[config.mk]
export PLATFORM = sky130hd
export DESIGN_NAME = spi_e48_responder
export DESIGN_NICKNAME = d
export VERILOG_FILES = /design/src/rtl/spi_e48_pkg.sv /design/src/rtl/spi_e48_responder_sync.sv /design/src/rtl/spi_e48_responder.sv
export SDC_FILE = /design/constraint.sdc
export NUM_CORES = 1
export LEC_CHECK = 0
export ABC_AREA = 1
export BUFFER_PORTS_ARGS = -buffer_cell sky130_fd_sc_hd__buf_4
export CAP_MARGIN = 20
export CORE_MARGIN = 3
export CORE_UTILIZATION = 55
export DETAILED_ROUTE_END_ITERATION = 10
export GPL_ROUTABILITY_DRIVEN = 0
export HOLD_SLACK_MARGIN = 0.06
export PLACE_DENSITY = 0.71
export SLEW_MARGIN = 20
export SYNTH_ARGS = -nofsm -noshare
export SYNTH_HDL_FRONTEND = slang
export SYNTH_HIERARCHICAL = 1
export SYNTH_SLANG_ARGS = --single-unit
[constraint.sdc]
create_clock -name clk -period 1.77 [get_ports clk]
set_clock_uncertainty 0.05 [all_clocks]
set_input_delay 0.354 -clock clk [delete_from_list [all_inputs] [get_ports clk]]
set_output_delay 0.354 -clock clk [all_outputs]
set_load 0.005 [all_outputs]
[src/rtl/spi_e48_pkg.sv]
// Shared types, opcodes and the address-to-byte map of the 25AA02E48 model.
package spi_e48_pkg;

    typedef enum logic [2:0] {
        ST_IDLE,
        ST_CMD,
        ST_ADDR,
        ST_READ,
        ST_RDSR,
        ST_IGNORE
    } e48_state_t;

    localparam logic [7:0] OP_READ  = 8'h03;
    localparam logic [7:0] OP_RDSR  = 8'h05;
    localparam logic [7:0] MAC_BASE = 8'hFA;

    // The EUI-48 occupies the top six bytes, most significant byte at MAC_BASE.
    function automatic logic [7:0] e48_byte(input logic [7:0]  addr,
                                            input logic [47:0] mac,
                                            input logic [7:0]  blank);
        logic [7:0] sel;
        logic [2:0] idx;
        sel = blank;
        idx = 3'(addr - MAC_BASE);
        if (addr >= MAC_BASE) begin
            sel = mac[(5 - int'(idx)) * 8 +: 8];
        end
        return sel;
    endfunction

endpackage

[src/rtl/spi_e48_responder_sync.sv]
// Pin synchroniser with a delayed copy for rise/fall detection.
module spi_pin_sync #(
    parameter int unsigned STAGES     = 2,
    parameter logic        IDLE_LEVEL = 1'b0
) (
    input  logic clk,
    input  logic reset,
    input  logic pin,
    output logic level,
    output logic rise,
    output logic fall
);

    logic [STAGES-1:0] chain;
    logic              prev;
    logic [STAGES:0]   warm;

    always_ff @(posedge clk) begin
        if (reset) begin
            chain <= {STAGES{IDLE_LEVEL}};
            prev  <= IDLE_LEVEL;
            warm  <= '0;
        end else begin
            chain[0] <= pin;
            for (int unsigned i = 1; i < STAGES; i++) begin
                chain[i] <= chain[i-1];
            end
            prev <= chain[STAGES-1];
            warm <= {warm[STAGES-1:0], 1'b1};
        end
    end

    assign level = chain[STAGES-1];
    // Edges are masked until the chain holds real pin history, so a pin already
    // away from its idle level at reset release does not look like an edge.
    assign rise  = warm[STAGES] &  level & ~prev;
    assign fall  = warm[STAGES] & ~level &  prev;

endmodule

[src/rtl/spi_e48_responder.sv]
// SPI mode-0 slave modelling the 25AA02E48 MAC EEPROM (READ and RDSR only),
// oversampling the SPI pins in the clk domain.
module spi_e48_responder #(
    parameter logic [47:0] MAC         = 48'h0004A3_123456,
    parameter logic [7:0]  BLANK       = 8'hFF,
    parameter logic [7:0]  STATUS      = 8'h00,
    parameter int unsigned SYNC_STAGES = 2
) (
    input  logic clk,
    input  logic reset,
    input  logic spi_clk,
    input  logic e48_csl,
    input  logic e48_hold,
    input  logic spi_mosi,
    output logic spi_miso,
    output logic miso_oe,
    output logic busy,
    output logic cmd_err
);

    import spi_e48_pkg::*;

    logic sclk_level_unused, sclk_rise, sclk_fall;
    logic cs_n, cs_rise, cs_fall;
    logic hold_n, hold_rise_unused, hold_fall_unused;
    logic mosi_s, mosi_rise_unused, mosi_fall_unused;

    spi_pin_sync #(.STAGES(SYNC_STAGES), .IDLE_LEVEL(1'b0)) u_sync_sclk (
        .clk(clk), .reset(reset), .pin(spi_clk),
        .level(sclk_level_unused), .rise(sclk_rise), .fall(sclk_fall)
    );

    spi_pin_sync #(.STAGES(SYNC_STAGES), .IDLE_LEVEL(1'b1)) u_sync_cs (
        .clk(clk), .reset(reset), .pin(e48_csl),
        .level(cs_n), .rise(cs_rise), .fall(cs_fall)
    );

    spi_pin_sync #(.STAGES(SYNC_STAGES), .IDLE_LEVEL(1'b1)) u_sync_hold (
        .clk(clk), .reset(reset), .pin(e48_hold),
        .level(hold_n), .rise(hold_rise_unused), .fall(hold_fall_unused)
    );

    spi_pin_sync #(.STAGES(SYNC_STAGES), .IDLE_LEVEL(1'b0)) u_sync_mosi (
        .clk(clk), .reset(reset), .pin(spi_mosi),
        .level(mosi_s), .rise(mosi_rise_unused), .fall(mosi_fall_unused)
    );

    e48_state_t state_q, state_d;
    logic [2:0] bit_cnt_q, bit_cnt_d;
    logic [7:0] in_sr_q, in_sr_d;
    logic [7:0] out_sr_q, out_sr_d;
    logic [7:0] addr_q, addr_d;
    logic       drive_q, drive_d;
    logic       miso_d, oe_d, err_d;
    logic       qual, q_rise, q_fall;
    logic [7:0] shifted_in, addr_inc;

    // A CS release in the same clk as an SCK edge wins; the edge is dropped.
    assign qual       = ~cs_n & hold_n & ~cs_rise;
    assign q_rise     = sclk_rise & qual;
    assign q_fall     = sclk_fall & qual;
    assign shifted_in = {in_sr_q[6:0], mosi_s};
    assign addr_inc   = addr_q + 8'd1;

    always_comb begin
        state_d   = state_q;
        bit_cnt_d = bit_cnt_q;
        in_sr_d   = in_sr_q;
        out_sr_d  = out_sr_q;
        addr_d    = addr_q;
        drive_d   = drive_q;
        miso_d    = spi_miso;
        err_d     = 1'b0;

        case (state_q)
            ST_IDLE: begin
                if (cs_fall) begin
                    state_d   = ST_CMD;
                    bit_cnt_d = '0;
                    in_sr_d   = '0;
                    drive_d   = 1'b0;
                end
            end
            ST_CMD: begin
                if (q_rise) begin
                    in_sr_d   = shifted_in;
                    bit_cnt_d = bit_cnt_q + 3'd1;
                    if (bit_cnt_q == 3'd7) begin
                        if (shifted_in == OP_READ) begin
                            state_d = ST_ADDR;
                        end else if (shifted_in == OP_RDSR) begin
                            state_d  = ST_RDSR;
                            out_sr_d = STATUS;
                        end else begin
                            state_d = ST_IGNORE;
                            err_d   = 1'b1;
                        end
                    end
                end
            end
            ST_ADDR: begin
                if (q_rise) begin
                    in_sr_d   = shifted_in;
                    bit_cnt_d = bit_cnt_q + 3'd1;
                    if (bit_cnt_q == 3'd7) begin
                        addr_d   = shifted_in;
                        out_sr_d = e48_byte(shifted_in, MAC, BLANK);
                        state_d  = ST_READ;
                    end
                end
            end
            ST_READ, ST_RDSR: begin
                if (q_fall) begin
                    miso_d    = out_sr_q[7];
                    drive_d   = 1'b1;
                    bit_cnt_d = bit_cnt_q + 3'd1;
                    // The next byte is staged right after its predecessor's last bit is driven.
                    if (bit_cnt_q == 3'd7) begin
                        if (state_q == ST_READ) begin
                            addr_d   = addr_inc;
                            out_sr_d = e48_byte(addr_inc, MAC, BLANK);
                        end else begin
                            out_sr_d = STATUS;
                        end
                    end else begin
                        out_sr_d = {out_sr_q[6:0], 1'b0};
                    end
                end
            end
            ST_IGNORE: begin
            end
            default: state_d = ST_IDLE;
        endcase

        if (cs_rise) begin
            state_d = ST_IDLE;
            drive_d = 1'b0;
        end

        oe_d = drive_d & hold_n;
    end

    always_ff @(posedge clk) begin
        if (reset) begin
            state_q   <= ST_IDLE;
            bit_cnt_q <= '0;
            in_sr_q   <= '0;
            out_sr_q  <= '0;
            addr_q    <= '0;
            drive_q   <= 1'b0;
            spi_miso  <= 1'b0;
            miso_oe   <= 1'b0;
            cmd_err   <= 1'b0;
        end else begin
            state_q   <= state_d;
            bit_cnt_q <= bit_cnt_d;
            in_sr_q   <= in_sr_d;
            out_sr_q  <= out_sr_d;
            addr_q    <= addr_d;
            drive_q   <= drive_d;
            spi_miso  <= miso_d;
            miso_oe   <= oe_d;
            cmd_err   <= err_d;
        end
    end

    assign busy = (state_q != ST_IDLE) & ~cs_n;

endmodule

==> reports/results.tsv <==
stage	metric	value	unit
run_status	status	finished, final reports clean	
yosys	Mapped Avg Cell Area	7.14	um2
cells_and_area	fin nets	413	
detailed_routing	DR DRC count	0	
cells_and_area	Finished Layout Cells	454	
cells_and_area	Final Instance Area	3150	um2
place	HPWL after DPL	4.10	mm
setup_path	critical path data arrival time	1920	ps
detailed_routing	Post-Route WL	5.80	mm
floorplanning	CORE AREA	4500	um2
global_routing	number of global-route vias before repair	2055	
power_and_ir_drop	Pleak	1.28	nW
clock_tree	clk_lat worst skew	300	ps
yosys	Mapped Nets	382	
clock_tree	clock sink total	49	
global_routing	GR Util All Layers	20.9	%
detailed_routing	wire per inst	12.8	um
place	Placed Cells	443	
yosys	Synth Warn #	6	
cells_and_area	ant diodes	0	
timing	final worst path period share	99.9	%
detailed_routing	vias per cell	5.31	
clock_tree	hold buffer count at CTS	0	
detailed_routing	DR vias	2412	
floorplanning	die area	5670	um2
place	Post-DP Area	2880	um2
timing	Setup TNS Final	0	ps
global_routing	initial antenna violation count	0	
setup_path	CP Capture Type	flop	
timing	Final Slew Violations	0	
timing	hold_ws	177	ps
floorplanning	num rows	24	
floorplanning	Initial Util	58.6	%
run	max-cap check violation count	0	
detailed_routing	Pre-antenna DRT Iters	4	
global_routing	total grt overflow	0	
timing	Setup Viol. Count Final	0	
timing	max_slew headroom	73.1	%
floorplanning	chip width	75.3	um
clock_tree	CTS tree	built	
timing	Final Hold Fails	0	
timing	Final min period	1770	ps
clock_tree	Root Driver	clkbuf_8	
cells_and_area	layout cells sized above 1	25.1	%
power_and_ir_drop	P per Cell Area	920	nW/um2
floorplanning	I/O pin total	10	
cells_and_area	Final Core Density	70.0	%
clock_tree	CTS buffer count	5	
setup_path	kind of critical path	reg -> reg	
cells_and_area	Layout area overhead	19.4	%
global_routing	largest net degree at the start of global routing	26	
min_path	source of the worst hold timing path	e48_hold	
yosys	post-synthesis instance total	370	
clock_tree	CTS H-tree lvls	2	
detailed_routing	DR iter-0 viols	122	
timing	max frequency	0.565	GHz
setup_path	crit path launch	addr_q[0]	
cells_and_area	Fillers	379	
yosys	Syn Std Cell Area	2640	um2
clock_tree	clk buf depth	2	
setup_path	worst r2r src	addr_q[0]	
min_path	Tightest Hold Check Type	in -> reg	
floorplanning	die height	75.3	um
detailed_routing	antenna-violating nets left	0	
place	PortBufs	9	
setup_path	CP startpoint kind	flop	
setup_path	crit-path max FO	8	
setup_path	CP required	1930	ps
power_and_ir_drop	Worst VDD drop	0.585	mV
clock_tree	Reg clk slew, reported paths	90	ps
timing	Tightest Pin Transition	403	ps
global_routing	first-pass GRT wire length	9.11	mm
[final cells by class]
| type | instances | area [um2] | share of cell area, % |
|---|---|---|---|
| clock buffer | 8 | 80.1 | 2.54 |
| inverter | 53 | 205 | 6.51 |
| multi-input combinational | 260 | 1530 | 48.7 |
| sequential | 49 | 998 | 31.7 |
| tap | 52 | 65.1 | 2.06 |
| timing repair buffer | 32 | 270 | 8.57 |
[through the flow]
| stage | total power, mW | setup WS [ps] |
|---|---|---|
| 2_1_floorplan | 1.99 | 42.8 |
| 3_3_place_gp | 2.18 | -37.9 |
| 3_5_place_dp | 2.19 | -40.5 |
| 4_1_cts | 2.82 | -10.3 |
| 5_1_grt | 3.10 | -86.1 |
| 6_report | 2.90 | 1.51 |
[critical path, cell delays in order (launching register included)]
cell	delay, ps
dfxtp_4	390
clkinvlp_4	150
ha_4	270
nand2_1	70
nand2_1	70
nor2_1	150
nand3_1	150
nand2_4	150
nand4_1	110
nand2_1	80
inv_1	30
[final timing paths]
check / endpoint / slack [ps] / depth (start not counted)
max: out_sr_q[7] / 2 / 10
min reg2reg: u_sync_sclk/warm[2] / 350 / 2
max reg2reg: out_sr_q[7] / 2 / 10
min: u_sync_hold/chain[0] / 180 / 2
[what timing repair did]
item / 4_1_cts / 5_1_grt
pin swaps: 0 / 12
cloned: 0 / 2
resized for setup: 2 / 47
setup endpoints to repair: 12 / 30
setup buffers: 0 / 1
[cell usage in the layout (no fill, tap or decap), drive strengths merged]
cell type,count
clkbuf,9
a2bb2oi,1
nand2,89
inv,52
buf,31
clkinvlp,1
nand4,7
a31oi,1
nor3,11
a22oi,4
o22ai,2
and3,1
or2,5
nor2,49
a21oi,30
dfxtp,49
a211oi,6
o211ai,1
nand3,14
o21ai,31
nand3b,2
ha,6
[power by group]
part	switching, mW	internal, mW	total, mW
registers	0.0915	1.22	1.31
clock network	0.350	0.281	0.632
logic	0.556	0.405	0.961
[flip-flops by register name, summed over array words and instances, names as in the netlist]
signal / count
u_sync_sclk/chain: 2
cmd_err: 1
addr_q: 8
u_sync_sclk/prev: 1
u_sync_mosi/chain: 2
in_sr_q: 7
bit_cnt_q: 3
state_q: 3
drive_q: 1
u_sync_cs/warm: 3
u_sync_cs/chain: 2
out_sr_q: 8
spi_miso: 1
u_sync_sclk/warm: 3
u_sync_cs/prev: 1
miso_oe: 1
u_sync_hold/chain: 2
[metal layers]
| metal | GRT usage (%) | vias up | routed length [um] | part of all wire [%] |
|---|---|---|---|---|
| li1 | - | 1265 | - | - |
| met1 | 27.6 | 1083 | 2720 | 47 |
| met2 | 33.8 | 51 | 2770 | 48 |
| met3 | 4.41 | 13 | 194 | 3.3 |
| met4 | 7.38 | 0 | 116 | 2.0 |
| met5 | 0 | - | 0 | 0 |
Power figures use the tool's default switching activity.
